$ cat src/rtl/dvs_event_fifo.sv
// Purpose : buffers packed DVS address-events {x, y, pol, ts} between the sensor
//           front end and the voxel-binning pipeline.
// Latency : first-word fall-through; an event pushed at edge N is visible at the
//           output in cycle N+1.
// Backpr. : LOSSY=0 deasserts in_ready when full; LOSSY=1 never stalls and
//           discards (and counts) events that arrive while full.
//
// Ports:
//   clk, rst                         clock, synchronous active-high reset
//   in_valid/in_ready, in_x/y/pol/ts input event handshake and fields
//   out_valid/out_ready, out_x/y/pol/ts head event handshake and fields
//   flush                            synchronous empty (pointers to 0)
//   level, almost_full               occupancy and level >= AFULL_THRESH
//   stats_clear, drop_count, hwm     drop counter and high-water mark
//
// Build option: define DVS_FIFO_STATS_EN to compile in the drop counter and
// high-water mark; otherwise drop_count and hwm are tied to 0.
module dvs_event_fifo #(
   parameter int X_BITS       = 9,
   parameter int Y_BITS       = 9,
   parameter int TS_BITS      = 16,
   parameter int DEPTH        = 16,
   parameter int AFULL_THRESH = 12,
   parameter int LOSSY        = 0,
   parameter int DROP_BITS    = 16
) (
   input  logic                      clk,
   input  logic                      rst,
   input  logic                      in_valid,
   input  logic [X_BITS-1:0]         in_x,
   input  logic [Y_BITS-1:0]         in_y,
   input  logic                      in_pol,
   input  logic [TS_BITS-1:0]        in_ts,
   output logic                      in_ready,
   output logic                      out_valid,
   input  logic                      out_ready,
   output logic [X_BITS-1:0]         out_x,
   output logic [Y_BITS-1:0]         out_y,
   output logic                      out_pol,
   output logic [TS_BITS-1:0]        out_ts,
   input  logic                      flush,
   output logic [$clog2(DEPTH):0]    level,
   output logic                      almost_full,
   input  logic                      stats_clear,
   output logic [DROP_BITS-1:0]      drop_count,
   output logic [$clog2(DEPTH):0]    hwm
);

   localparam int PTR_BITS = $clog2(DEPTH);
   localparam int LVL_W    = PTR_BITS + 1;
   localparam int EW       = X_BITS + Y_BITS + 1 + TS_BITS;

   localparam logic [LVL_W-1:0] DEPTH_LVL = LVL_W'(DEPTH);
   localparam logic [LVL_W-1:0] AFULL_LVL = LVL_W'(AFULL_THRESH);

   logic [EW-1:0]    r_mem [0:DEPTH-1];
   logic [LVL_W-1:0] r_wr_ptr;
   logic [LVL_W-1:0] r_rd_ptr;

   logic [LVL_W-1:0] w_level;
   logic             w_full;
   logic             w_empty;
   logic             w_push;
   logic             w_pop;
   logic             w_drop;
   logic [EW-1:0]    w_in_word;
   logic [EW-1:0]    w_head;

   // Pointers carry one extra MSB so full and empty are distinguishable;
   // the modular difference is the occupancy, wrap needs no special case.
   assign w_level = r_wr_ptr - r_rd_ptr;
   assign w_full  = (w_level == DEPTH_LVL);
   assign w_empty = (w_level == '0);

   assign in_ready    = (LOSSY != 0) ? 1'b1 : !w_full;
   assign out_valid   = !w_empty;
   assign level       = w_level;
   assign almost_full = (w_level >= AFULL_LVL);

   // Full is judged on the pre-edge state, so an arrival while full is not
   // rescued by a same-cycle pop. Flush suppresses push, pop and drop.
   assign w_push = in_valid && !w_full && !flush;
   assign w_pop  = out_valid && out_ready && !flush;
   assign w_drop = (LOSSY != 0) && in_valid && w_full && !flush;

   assign w_in_word = {in_x, in_y, in_pol, in_ts};
   assign w_head    = r_mem[r_rd_ptr[PTR_BITS-1:0]];
   assign {out_x, out_y, out_pol, out_ts} = w_head;

   // Storage is deliberately not reset; only pointers define validity.
   always_ff @(posedge clk) begin
      if (w_push) begin
         r_mem[r_wr_ptr[PTR_BITS-1:0]] <= w_in_word;
      end
   end

   always_ff @(posedge clk) begin
      if (rst || flush) begin
         r_wr_ptr <= '0;
         r_rd_ptr <= '0;
      end else begin
         if (w_push) r_wr_ptr <= r_wr_ptr + 1'b1;
         if (w_pop)  r_rd_ptr <= r_rd_ptr + 1'b1;
      end
   end

`ifdef DVS_FIFO_STATS_EN
   logic [DROP_BITS-1:0] r_drop_count;
   logic [LVL_W-1:0]     r_hwm;

   // Clear beats a same-cycle drop; the counter saturates at all-ones.
   always_ff @(posedge clk) begin
      if (rst || stats_clear) begin
         r_drop_count <= '0;
      end else if (w_drop && (r_drop_count != '1)) begin
         r_drop_count <= r_drop_count + 1'b1;
      end
   end

   // Tracks the registered level, so it trails the level by one edge.
   always_ff @(posedge clk) begin
      if (rst || stats_clear) begin
         r_hwm <= '0;
      end else if (w_level > r_hwm) begin
         r_hwm <= w_level;
      end
   end

   assign drop_count = r_drop_count;
   assign hwm        = r_hwm;
`else
   logic w_stats_unused;
   assign w_stats_unused = stats_clear ^ w_drop;
   assign drop_count     = '0;
   assign hwm            = '0;
`endif

endmodule

$ cat config.mk
export PLATFORM = sky130hd
export DESIGN_NAME = dvs_event_fifo
export DESIGN_NICKNAME = d
export VERILOG_FILES = /design/src/rtl/dvs_event_fifo.sv
export SDC_FILE = /design/constraint.sdc
export NUM_CORES = 1
export LEC_CHECK = 0
export BUFFER_PORTS_ARGS = -buffer_cell sky130_fd_sc_hd__buf_2
export CORE_MARGIN = 4
export CORE_UTILIZATION = 58
export CTS_BUF_LIST = sky130_fd_sc_hd__clkbuf_4 sky130_fd_sc_hd__clkbuf_8
export DETAILED_ROUTE_END_ITERATION = 16
export PLACE_DENSITY = 0.76
export SLEW_MARGIN = 20
export SYNTH_ARGS = -nofsm -noshare
export SYNTH_HDL_FRONTEND = slang
export SYNTH_SLANG_ARGS = --single-unit
$ cat constraint.sdc
create_clock -name clk -period 10.8 [get_ports clk]
set_input_delay 2.16 -clock clk [delete_from_list [all_inputs] [get_ports clk]]
set_output_delay 2.16 -clock clk [all_outputs]
set_load 0.01 [all_outputs]
==> summary.md, run 1 <==
| Metric | Value |
|---|---|
| Initial Util | `about three fifths` |
| Crit path buf inv count | `3` |
| Reg clk slew, reported paths | `0.06 ns` |
| Critical path's top delay family | `buffers and inverters` |
| Total grt overflow | `0` |
| Max clock buf depth | `3` |
| Crit. End Element | `output port` |
| Number of synthesized flops with an enable pin | `560` |
| Mapped Cells | `~920` |
| Total Power | `~4.4 mW` |
| Critical Path RT | `between 8 and 9 ns` |
| Layout Cells excl Fill | `1,651` |
| Critical path depth | `5` |
| TritonCTS sink count | `between 500 and 600` |
| Nets | `around 1,100` |
| Worst reg-to-reg path cell count | `11` |
| 1st-pass router iterations | `5` |
| CTS tree | `yes` |
| Synth top area cells | `edfxtp_1, mux4_2, dfxtp_1` |
| Most common cell after layout, fill and taps aside | `edfxtp_1` |
| Total track usage | `~22%` |
| Avg Cell Area, Syn | `~24 um^2` |
| Asr flop ratio synth | `0%` |
| Setup CP Type | `reg -> out` |
| Critical Path Max Stage Delay | `roughly 0.76 ns` |
| Flip-flop and latch area | `roughly 17,000 um^2` |
| I/O pin count | `105` |
| LEAKAGE | `7.81 nW` |
| CTS Buf Count | `89` |
| Max VDD drop | `approximately 0.000082 V` |
| Multi-input gate area | `~4800 um^2` |
| Crit share post-route | `57.2%` |
| Fin Setup TNS | `0 ns` |
| Synth Cell Area | `roughly 22,000 um^2` |
| Yosys warns | `0` |
| Core ar. | `between 30,000 and 40,000 um^2` |
| Initial antenna violation count | `4` |
| Worst-Skew Late Latency | `around 0.64 ns` |
| Setup bufs post-CTS | `0` |
| Die Wd | `203 um` |
| Root buffer cell | `clkbuf_8` |
| Max Cap Violations | `0` |
| CP Launch Type | `flop` |
| Critical Path End | `out_ts[13]` |
| CTS Hold Buffers Added | `0` |
| Post-layout util | `between 60% and 70%` |
| CP max FO | `42` |
| DRC | `0` |
| Largest net degree at the start of global routing | `56` |
| Final-report hold violation count | `0` |
| Design Area, Final | `24,900 um^2` |
| Reg-to-Reg End | `r_mem[13][18]$_DFFE_PP_` |
| Top cell type's share of synthesized area | `about 76%` |
| Final wirelength | `43,600 um` |
| Final setup fails | `0` |
| Vias in the first global route | `approximately 10,000` |
| Minimum clock period | `roughly 6.2 ns` |
| Placement Cell Area | `roughly 23,000 um^2` |
| Master of the slowest instance on the critical path | `buf_4` |
| Status | `completed` |
| Post-synthesis sequential area ratio | `77.2%` |
| Routed vias/inst | `roughly 6.1` |
| WL/cell | `roughly 26 um` |
| Post_cts resized | `0` |
| Worst Tran Pin Value | `about 0.94 ns` |
| Die area | `just over 40,000 um^2` |
| Row count | `71` |
| Worst hold path class | `reg -> reg` |
| Pins Over Slew Limit | `0` |
| Yosys top cell by area | `edfxtp_1` |
| Number of synthesized register bits | `around 570` |
| Layout Area Growth over Synthesis | `12.4%` |
| H-tree levels | `3` |
| Most frequent cells in the layout | `edfxtp_1, mux4_2, clkbuf_8` |
| Max Freq | `between 0.15 and 0.2 GHz` |
| Placed Instances | `roughly 1,500` |
| Reg2reg setup slack | `6.77 ns` |
| Final Skew | `between 0.03 and 0.04 ns` |
| 1st-iter DRT viols | `between 1,000 and 1,500` |
| RSZ-0062 raised after global routing | `no` |
| DIE HEIGHT | `203 um` |
| Worst EP arrival | `about 4.0 ns` |
| DP HPWL | `between 20,000 and 25,000 um` |
| Layout cell share with drive strength beyond 1 | `39.4%` |
| Remaining antenna violation count | `0` |
| Primary FF master, synth | `edfxtp_1` |
| PortBufs | `between 80 and 90` |
| Fill count | `between 2,000 and 2,500` |
| Routed vias | `between 10,000 and 15,000` |
| First-pass GRT wire length | `~65,000 um` |
| Placer Congestion | `around 0.75` |
| Pwr per Cell Area | `178 nW/um^2` |
| Slew HR | `between 30% and 40%` |
| Critical path cell sequence | `buf_4 -> buf_4 -> mux4_2 -> mux4_2 -> buf_2` |
| Reg-to-Reg Start | `r_wr_ptr[0]$_SDFFE_PP0P_` |
| Synth unique cells | `41` |
[state kept, by name, indices dropped and copies added (netlist names), named ones only]
name and cells:
r_mem 560, r_rd_ptr 5, r_wr_ptr 5
[synthesized netlist by cell type, types with 7 or more instances]
cell,instances
buf_2,10
nor3_1,11
ha_1,9
dfxtp_1,14
buf_6,11
inv_1,7
mux4_2,175
edfxtp_1,560
a21oi_1,9
nor2_1,8
clkbuf_1,18
buf_4,22
nand2_1,12
[metrics by stage]
step	hold WS [ns]	worst slack, ns
CTS	0.483	4.43
global placement	0.460	5.13
floorplan	0.448	4.52
global route	0.501	4.22
finish	0.483	4.62
detailed placement	0.473	5.10
[how the worst min path moves through the flow]
stage | startpoint | end | slack (ns) | cells after the start
global placement | r_wr_ptr[4]$_SDFFE_PP0P_ | r_wr_ptr[4]$_SDFFE_PP0P_ | 0.46 | 2
detailed placement | r_wr_ptr[4]$_SDFFE_PP0P_ | r_wr_ptr[4]$_SDFFE_PP0P_ | 0.47 | 2
global route | r_wr_ptr[4]$_SDFFE_PP0P_ | r_wr_ptr[4]$_SDFFE_PP0P_ | 0.50 | 2
floorplan | r_wr_ptr[4]$_SDFFE_PP0P_ | r_wr_ptr[4]$_SDFFE_PP0P_ | 0.45 | 2
finish | r_wr_ptr[4]$_SDFFE_PP0P_ | r_wr_ptr[4]$_SDFFE_PP0P_ | 0.48 | 2
CTS | r_wr_ptr[4]$_SDFFE_PP0P_ | r_wr_ptr[4]$_SDFFE_PP0P_ | 0.48 | 2
[cell families after synthesis]
family | Yosys count | share of synthesized area, %
buffers and inverters | 75 | 2.07
other | 1 | 0.0169
AO/OA/AOI/OAI | 25 | 0.807
AND/OR/NAND/NOR | 59 | 1.40
flip-flops | 574 | 77.2
adder cells (fa/ha/maj) | 10 | 0.599
XOR/XNOR | 3 | 0.119
multiplexers | 176 | 17.8
[layer usage]
metal  vias up  track usage [%]  share of wire (%)
met3        63             4.29                6.5
met5         -                0               0.13
met4         8             5.83                1.5
li1       4227                -                  -
met1      5350             29.7                 39
met2       391             36.1                 53
[final cells by class]
cell class | instances | area share [%]
Sequential cell | 574 | 68.7
Multi-Input combinational cell | 294 | 19.1
Clock buffer | 123 | 5.99
Tap cell | 511 | 2.57
Timing Repair Buffer | 105 | 2.34
Clock inverter | 35 | 1.12
Inverter | 8 | 0.121
Antenna cell | 1 | 0.0100
[worst register-to-register path: stages (launching register included)]
cell and delay, ns:
dfxtp_1 0.35, inv_1 0.17, ha_1 0.19, inv_1 0.06, fa_1 0.40, xor2_1 0.27, nand4b_1 0.20, a211oi_2 0.16
inv_2 0.12, nand2_2 0.27, nor3_2 0.83, buf_4 0.63
[report_power, final]
part | total, mW | switching [mW] | internal, mW
clock | 1.79 | 0.793 | 0.992
sequential | 2.46 | 0.00871 | 2.45
combinational | 0.194 | 0.106 | 0.0881
Power figures use the tool's default switching activity.
==> run 2, diff against run 1 <==
--- a/config.mk
+++ b/config.mk
@@ -7,10 +7,10 @@
 export LEC_CHECK = 0
 export BUFFER_PORTS_ARGS = -buffer_cell sky130_fd_sc_hd__buf_2
 export CORE_MARGIN = 4
-export CORE_UTILIZATION = 58
+export CORE_UTILIZATION = 57
 export CTS_BUF_LIST = sky130_fd_sc_hd__clkbuf_4 sky130_fd_sc_hd__clkbuf_8
 export DETAILED_ROUTE_END_ITERATION = 16
-export PLACE_DENSITY = 0.76
+export PLACE_DENSITY = 0.78
 export SLEW_MARGIN = 20
 export SYNTH_ARGS = -nofsm -noshare
 export SYNTH_HDL_FRONTEND = slang
==> constraint.sdc (replaced) <==
create_clock -name clk -period 5.31 [get_ports clk]
set_input_delay 1.062 -clock clk [delete_from_list [all_inputs] [get_ports clk]]
set_output_delay 1.062 -clock clk [all_outputs]
set_load 0.01 [all_outputs]
==> run 2 against run 1 <==
- core utilization down 0.89 points
- power up 96%
- non-clock buffer count up 5
- worst hold slack worse by 0.0026 ns
- clock power up 85%
- largest cell class unchanged
==> summary.md, run 2 (same netlist as run 1, synthesis figures left out) <==
| Metric | Value |
|---|---|
| Fill count | `2,423` |
| Total grt overflow | `0` |
| Die Wd | `around 200 um` |
| WL/cell | `roughly 26 um` |
| Critical path cell sequence | `buf_4 -> mux4_2 -> mux4_2 -> buf_2` |
| DIE HEIGHT | `a little over 200 um` |
| Most common cell on crit path | `mux4_2` |
| Pre-CTS setup slack | `1.27 ns` |
| Max VDD drop | `just over 0.0002 V` |
| Nets | `roughly 1,100` |
| 1st-pass router iterations | `5` |
| Worst-Skew Late Latency | `slightly above 0.6 ns` |
| Final worst slack | `about 1.1 ns` |
| Most common cell after layout, fill and taps aside | `edfxtp_1` |
| Min-delay src | `r_wr_ptr[4]$_SDFFE_PP0P_` |
| Worst EP arrival | `~3.1 ns` |
| CTS Buf Count | `86` |
| Critical Path RT | `between 4 and 5 ns` |
| RSZ-0062 raised after global routing | `no` |
| Routed vias | `10,105` |
| Crit path buf inv count | `2` |
| Placer Congestion | `about 0.76` |
| Routed vias/inst | `6.15` |
| Worst Tran Pin Value | `around 0.91 ns` |
| Layout Area Growth over Synthesis | `11.9%` |
| Slew HR | `roughly two fifths` |
| Root buffer cell | `clkbuf_8` |
| Initial antenna violation count | `3` |
| CTS Hold Buffers Added | `0` |
| CTS tree | `yes` |
| Post-layout util | `~65%` |
| I/O pin count | `~110` |
| Setup bufs post-CTS | `0` |
| Max Cap Violations | `0` |
| Pwr per Cell Area | `352 nW/um^2` |
| PortBufs | `a little over 80` |
| Die area | `42,100 um^2` |
| Reg clk slew, reported paths | `about 0.060 ns` |
| CP max FO | `33` |
| H-tree levels | `3` |
| LEAKAGE | `between 7 and 8 nW` |
| First-pass GRT wire length | `roughly 66,000 um` |
| Status | `completed` |
| Max reg flops | `560` |
| TritonCTS sink count | `between 500 and 600` |
| Largest net degree at the start of global routing | `55` |
| 1st-iter DRT viols | `~990` |
| Final-report hold violation count | `0` |
| Layout cell share with drive strength beyond 1 | `a little under two fifths` |
| Crit. End Element | `output port` |
| Most frequent cells in the layout | `edfxtp_1, mux4_2, clkbuf_8` |
| Master of the slowest instance on the critical path | `dfxtp_4` |
| CP Launch Type | `flop` |
| DRC | `0` |
| Critical Path Max Stage Delay | `around 0.8 ns` |
| Layout Cells excl Fill | `between 1,500 and 2,000` |
| Post_cts resized | `0` |
| Total track usage | `21.5%` |
| Crit share post-route | `79.1%` |
| Final wirelength | `roughly 43,000 um` |
| Final Skew | `between 0.015 and 0.02 ns` |
| DP HPWL | `around 22,000 um` |
| Pins Over Slew Limit | `0` |
| Critical path's top delay family | `multiplexers` |
| Vias in the first global route | `approximately 11,000` |
| Max Freq | `between 0.2 and 0.25 GHz` |
| Setup CP Type | `reg -> out` |
| Final setup fails | `0` |
| Remaining antenna violation count | `0` |
| Worst hold path class | `reg -> reg` |
| Reg-to-Reg Start | `r_wr_ptr[0]$_SDFFE_PP0P_` |
| Initial Util | `58.3%` |
| Placement Cell Area | `roughly 23,000 um^2` |
| Core ar. | `38,000 um^2` |
| Design Area, Final | `~25,000 um^2` |
| Placed Instances | `1,497` |
| Max clock buf depth | `3` |
| Minimum clock period | `~4.2 ns` |
| Row count | `71` |
==> run 2: cell count changes in the layout (fill, tap and decap cells not counted) <==
cell / change
nor4_2: -1
clkinv_1: +11
bufinv_16: -3
buf_12: +4
clkbuf_4: -9
inv_8: -2
nor4_4: +1
diode_2: +1
clkbuf_8: -1
clkinv_2: -10
buf_4: +1
==> run 2: area by class of cell <==
class	count	area (um^2)	area share, %
multi-input combinational	294	4770	19.3
clock inverter	31	158	0.636
timing repair buffer	110	671	2.70
clock buffer	113	1410	5.69
sequential	574	17100	69.0
tap	511	639	2.58
inverter	8	30.0	0.121
antenna	2	5.00	0.0202
==> run 2: worst min-delay path: cells and delay by family, from the launching register on <==
kind | cells | cell delay, ns
simple gates | 1 | 0.06
compound gates | 1 | 0.05
flops | 1 | 0.33
==> run 2: path summary, 6_finish.rpt <==
kind / endpoint / slack, ns / cells after the start
max: out_x[1] / 1.11 / 4
min: r_wr_ptr[4]$_SDFFE_PP0P_ / 0.48 / 2
max reg2reg: r_mem[11][21]$_DFFE_PP_ / 1.32 / 11
min reg2reg: r_wr_ptr[4]$_SDFFE_PP0P_ / 0.48 / 2
==> run 2: per-layer routing <==
| layer | wire [um] | track usage [%] | up-vias |
|---|---|---|---|
| met5 | 17 | 0 | - |
| met4 | 816 | 6.27 | 4 |
| met3 | 3290 | 4.50 | 66 |
| met2 | 22400 | 35.2 | 464 |
| met1 | 17000 | 29.9 | 5331 |
| li1 | - | - | 4240 |
==> run 2: per-stage QoR <==
step                      hold WS [ns]  TNS [ns]  power, mW
after floorplan                  0.448    -50.59       5.38
after global placement           0.466         0       5.50
after detailed placement         0.473         0       5.51
after CTS                        0.482         0       8.81
after global routing             0.496         0       9.07
final                            0.481         0       8.73
==> run 2: power breakdown <==
group          switching, mW  total (mW)  internal, mW
clock                   1.55        3.32          1.76
sequential            0.0197        5.01          4.99
combinational          0.214       0.399         0.185
==> run 3, diff against run 2 <==
==> constraint.sdc (replaced) <==
create_clock -name clk -period 3.42 [get_ports clk]
set_input_delay 0.684 -clock clk [delete_from_list [all_inputs] [get_ports clk]]
set_output_delay 0.684 -clock clk [all_outputs]
set_load 0.01 [all_outputs]
==> run 3 against run 2 <==
- core utilization grew 2.1 points
- sequential power rose by 55%
- die area did not move
- worst setup slack got worse by 1.1 ns
- power increased by 59%
- clock-buffer cell count is 12 higher
- sequential share of layout area fell by 2.2 points
- critical path depth grew 5
- cell count increased by 1.9%
- largest cell class unchanged
==> summary.md, run 3 (same netlist as run 1, synthesis figures left out) <==
| Metric | Value |
|---|---|
| Status | `completed` |
| Layout Area Growth over Synthesis | `15.6%` |
| Routed vias/inst | `between 6 and 7` |
| Crit share post-route | `between 90 and 100%` |
| Die area | `about 42,000 um^2` |
| Nets | `between 1,000 and 1,500` |
| CP Launch Type | `flop` |
| Final setup fails | `0` |
| Max clock buf depth | `3` |
| CTS tree | `yes` |
| Max VDD drop | `about 0.00046 V` |
| Worst reg-to-reg path cell count | `9` |
| Max Cap Violations | `0` |
| Layout Cells excl Fill | `roughly 1,700` |
| Row count | `just over 70` |
| Remaining antenna violation count | `0` |
| Worst hold path class | `in -> reg` |
| Worst-Skew Late Latency | `0.64 ns` |
| Die Wd | `about 210 um` |
| Setup CP Type | `reg -> out` |
| Crit. End Element | `output port` |
| DIE HEIGHT | `roughly 210 um` |
| Vias in the first global route | `~11,000` |
| Placer Congestion | `approximately 0.74` |
| Total track usage | `21.3%` |
| First-pass GRT wire length | `between 60,000 and 70,000 um` |
| Layout cell share with drive strength beyond 1 | `between 40% and 50%` |
| Reg clk slew, reported paths | `approximately 0.06 ns` |
| Pwr per Cell Area | `roughly 540 nW/um^2` |
| Reg2reg setup slack | `slightly below 0.3 ns` |
| Core ar. | `~38,000 um^2` |
| Final worst slack | `0.00856 ns` |
| Pre-CTS setup slack | `about 0.24 ns` |
| Max reg flops | `560` |
| CTS Buf Count | `88` |
| I/O pin count | `105` |
| Largest net degree at the start of global routing | `63` |
| Worst EP arrival | `between 2 and 3 ns` |
| Reg-to-Reg End | `r_mem[15][22]$_DFFE_PP_` |
| Hold path depth | `3` |
| Antenna diodes | `0` |
| WL/cell | `26.1 um` |
| Final-report hold violation count | `0` |
| Multi-input gate area | `between 4000 and 5000 um^2` |
| PortBufs | `between 80 and 90` |
| DRC | `0` |
| Reg-to-Reg Start | `r_rd_ptr[0]$_SDFFE_PP0P_` |
| Final wirelength | `43,700 um` |
| H-tree levels | `3` |
| 1st-iter DRT viols | `859` |
| Pins Over Slew Limit | `0` |
| LEAKAGE | `approximately 8.1 nW` |
| Critical Path RT | `2.74 ns` |
| Slew HR | `between 30 and 40%` |
| CP max FO | `4` |
| Worst hold endpoint | `r_rd_ptr[4]$_SDFFE_PP0P_` |
| Worst Tran Pin Value | `roughly 0.9 ns` |
| Total grt overflow | `0` |
| Routed vias | `10,092` |
| Minimum clock period | `approximately 3.4 ns` |
| Initial Util | `between 50% and 60%` |
| Post-layout util | `just under 70%` |
| Most common cell after layout, fill and taps aside | `edfxtp_1` |
| TritonCTS sink count | `between 500 and 600` |
| 1st-pass router iterations | `5` |
| Most frequent cells in the layout | `edfxtp_1, mux4_2, clkbuf_8` |
| Placed Instances | `approximately 1,500` |
| Initial antenna violation count | `3` |
| Fill count | `between 2,000 and 2,500` |
| Flip-flop and latch area | `between 15,000 and 20,000 um^2` |
| Min-delay src | `out_ready` |
| Root buffer cell | `clkbuf_8` |
| DP HPWL | `between 20,000 and 25,000 um` |
| Max Freq | `between 0.2 and 0.3 GHz` |
| RSZ-0062 raised after global routing | `yes` |
| Final Skew | `between 0.02 and 0.03 ns` |
run 3: worst max-delay path: stages (launching register included):
cell and delay [ns]:
dfxtp_4 0.38, inv_6 0.04, ha_4 0.15, inv_2 0.05
fa_2 0.45, nand3b_1 0.18, a211o_1 0.35, a211oi_4 0.30
inv_2 0.09, buf_6 0.13
run 3: layout make-up:
| class | count | share of cell area (%) |
|---|---|---|
| clock buffers | 125 | 5.91 |
| clock inverters | 35 | 0.728 |
| inverters | 8 | 0.137 |
| multi-input cells | 294 | 19.2 |
| flip-flops and latches | 574 | 66.8 |
| well taps | 511 | 2.50 |
| repair buffers | 128 | 4.69 |
run 3: layer usage:
layer / global-route usage (%) / part of all wire [%]
met1: 29.4 / 40
met2: 35.5 / 52
met3: 4.61 / 6.3
met4: 5.67 / 1.4
met5: 0 / 0.066
run 3: how the worst max path moves through the flow:
stage	start	endpoint	cells past startpoint
3_3_place_gp	r_wr_ptr[0]$_SDFFE_PP0P_	r_mem[8][15]$_DFFE_PP_	12
4_1_cts	r_wr_ptr[0]$_SDFFE_PP0P_	in_ready	9
2_1_floorplan	r_wr_ptr[0]$_SDFFE_PP0P_	r_mem[13][0]$_DFFE_PP_	10
5_1_grt	r_wr_ptr[0]$_SDFFE_PP0P_	in_ready	9
3_5_place_dp	r_wr_ptr[0]$_SDFFE_PP0P_	r_mem[8][22]$_DFFE_PP_	12
6_report	r_wr_ptr[0]$_SDFFE_PP0P_	in_ready	9
run 3: report_power, final:
| group | internal, mW | switching (mW) | leakage, nW | total, mW |
|---|---|---|---|---|
| clock | 2.93 | 2.48 | 0.903 | 5.40 |
| combinational | 0.351 | 0.384 | 2.03 | 0.735 |
| sequential | 7.75 | 0.0132 | 5.16 | 7.76 |
| total | 11.0 | 2.87 | 8.10 | 13.9 |
run 3: what timing repair did:
| action | CTS | global route |
|---|---|---|
| hold buffers | 0 | 0 |
| setup endpoints to repair | 23 | 22 |
| pin swaps | 2 | 4 |
| gates resized for setup | 8 | 9 |
| gates cloned | 3 | 1 |
| buffers inserted | 4 | 5 |
run 3: metrics by stage:
| step | area [um^2] | power (mW) | TNS, ns | hold slack [ns] |
|---|---|---|---|---|
| detailed placement | 23600 | 8.58 | 0 | 0.496 |
| global route | 25600 | 14.4 | -0.0899 | 0.390 |
| finish | 25600 | 13.9 | 0 | 0.398 |
| floorplan | 22500 | 8.37 | -16.89 | 0.448 |
| CTS | 25500 | 14.0 | -0.00881 | 0.363 |
| global placement | 23600 | 8.56 | 0 | 0.484 |
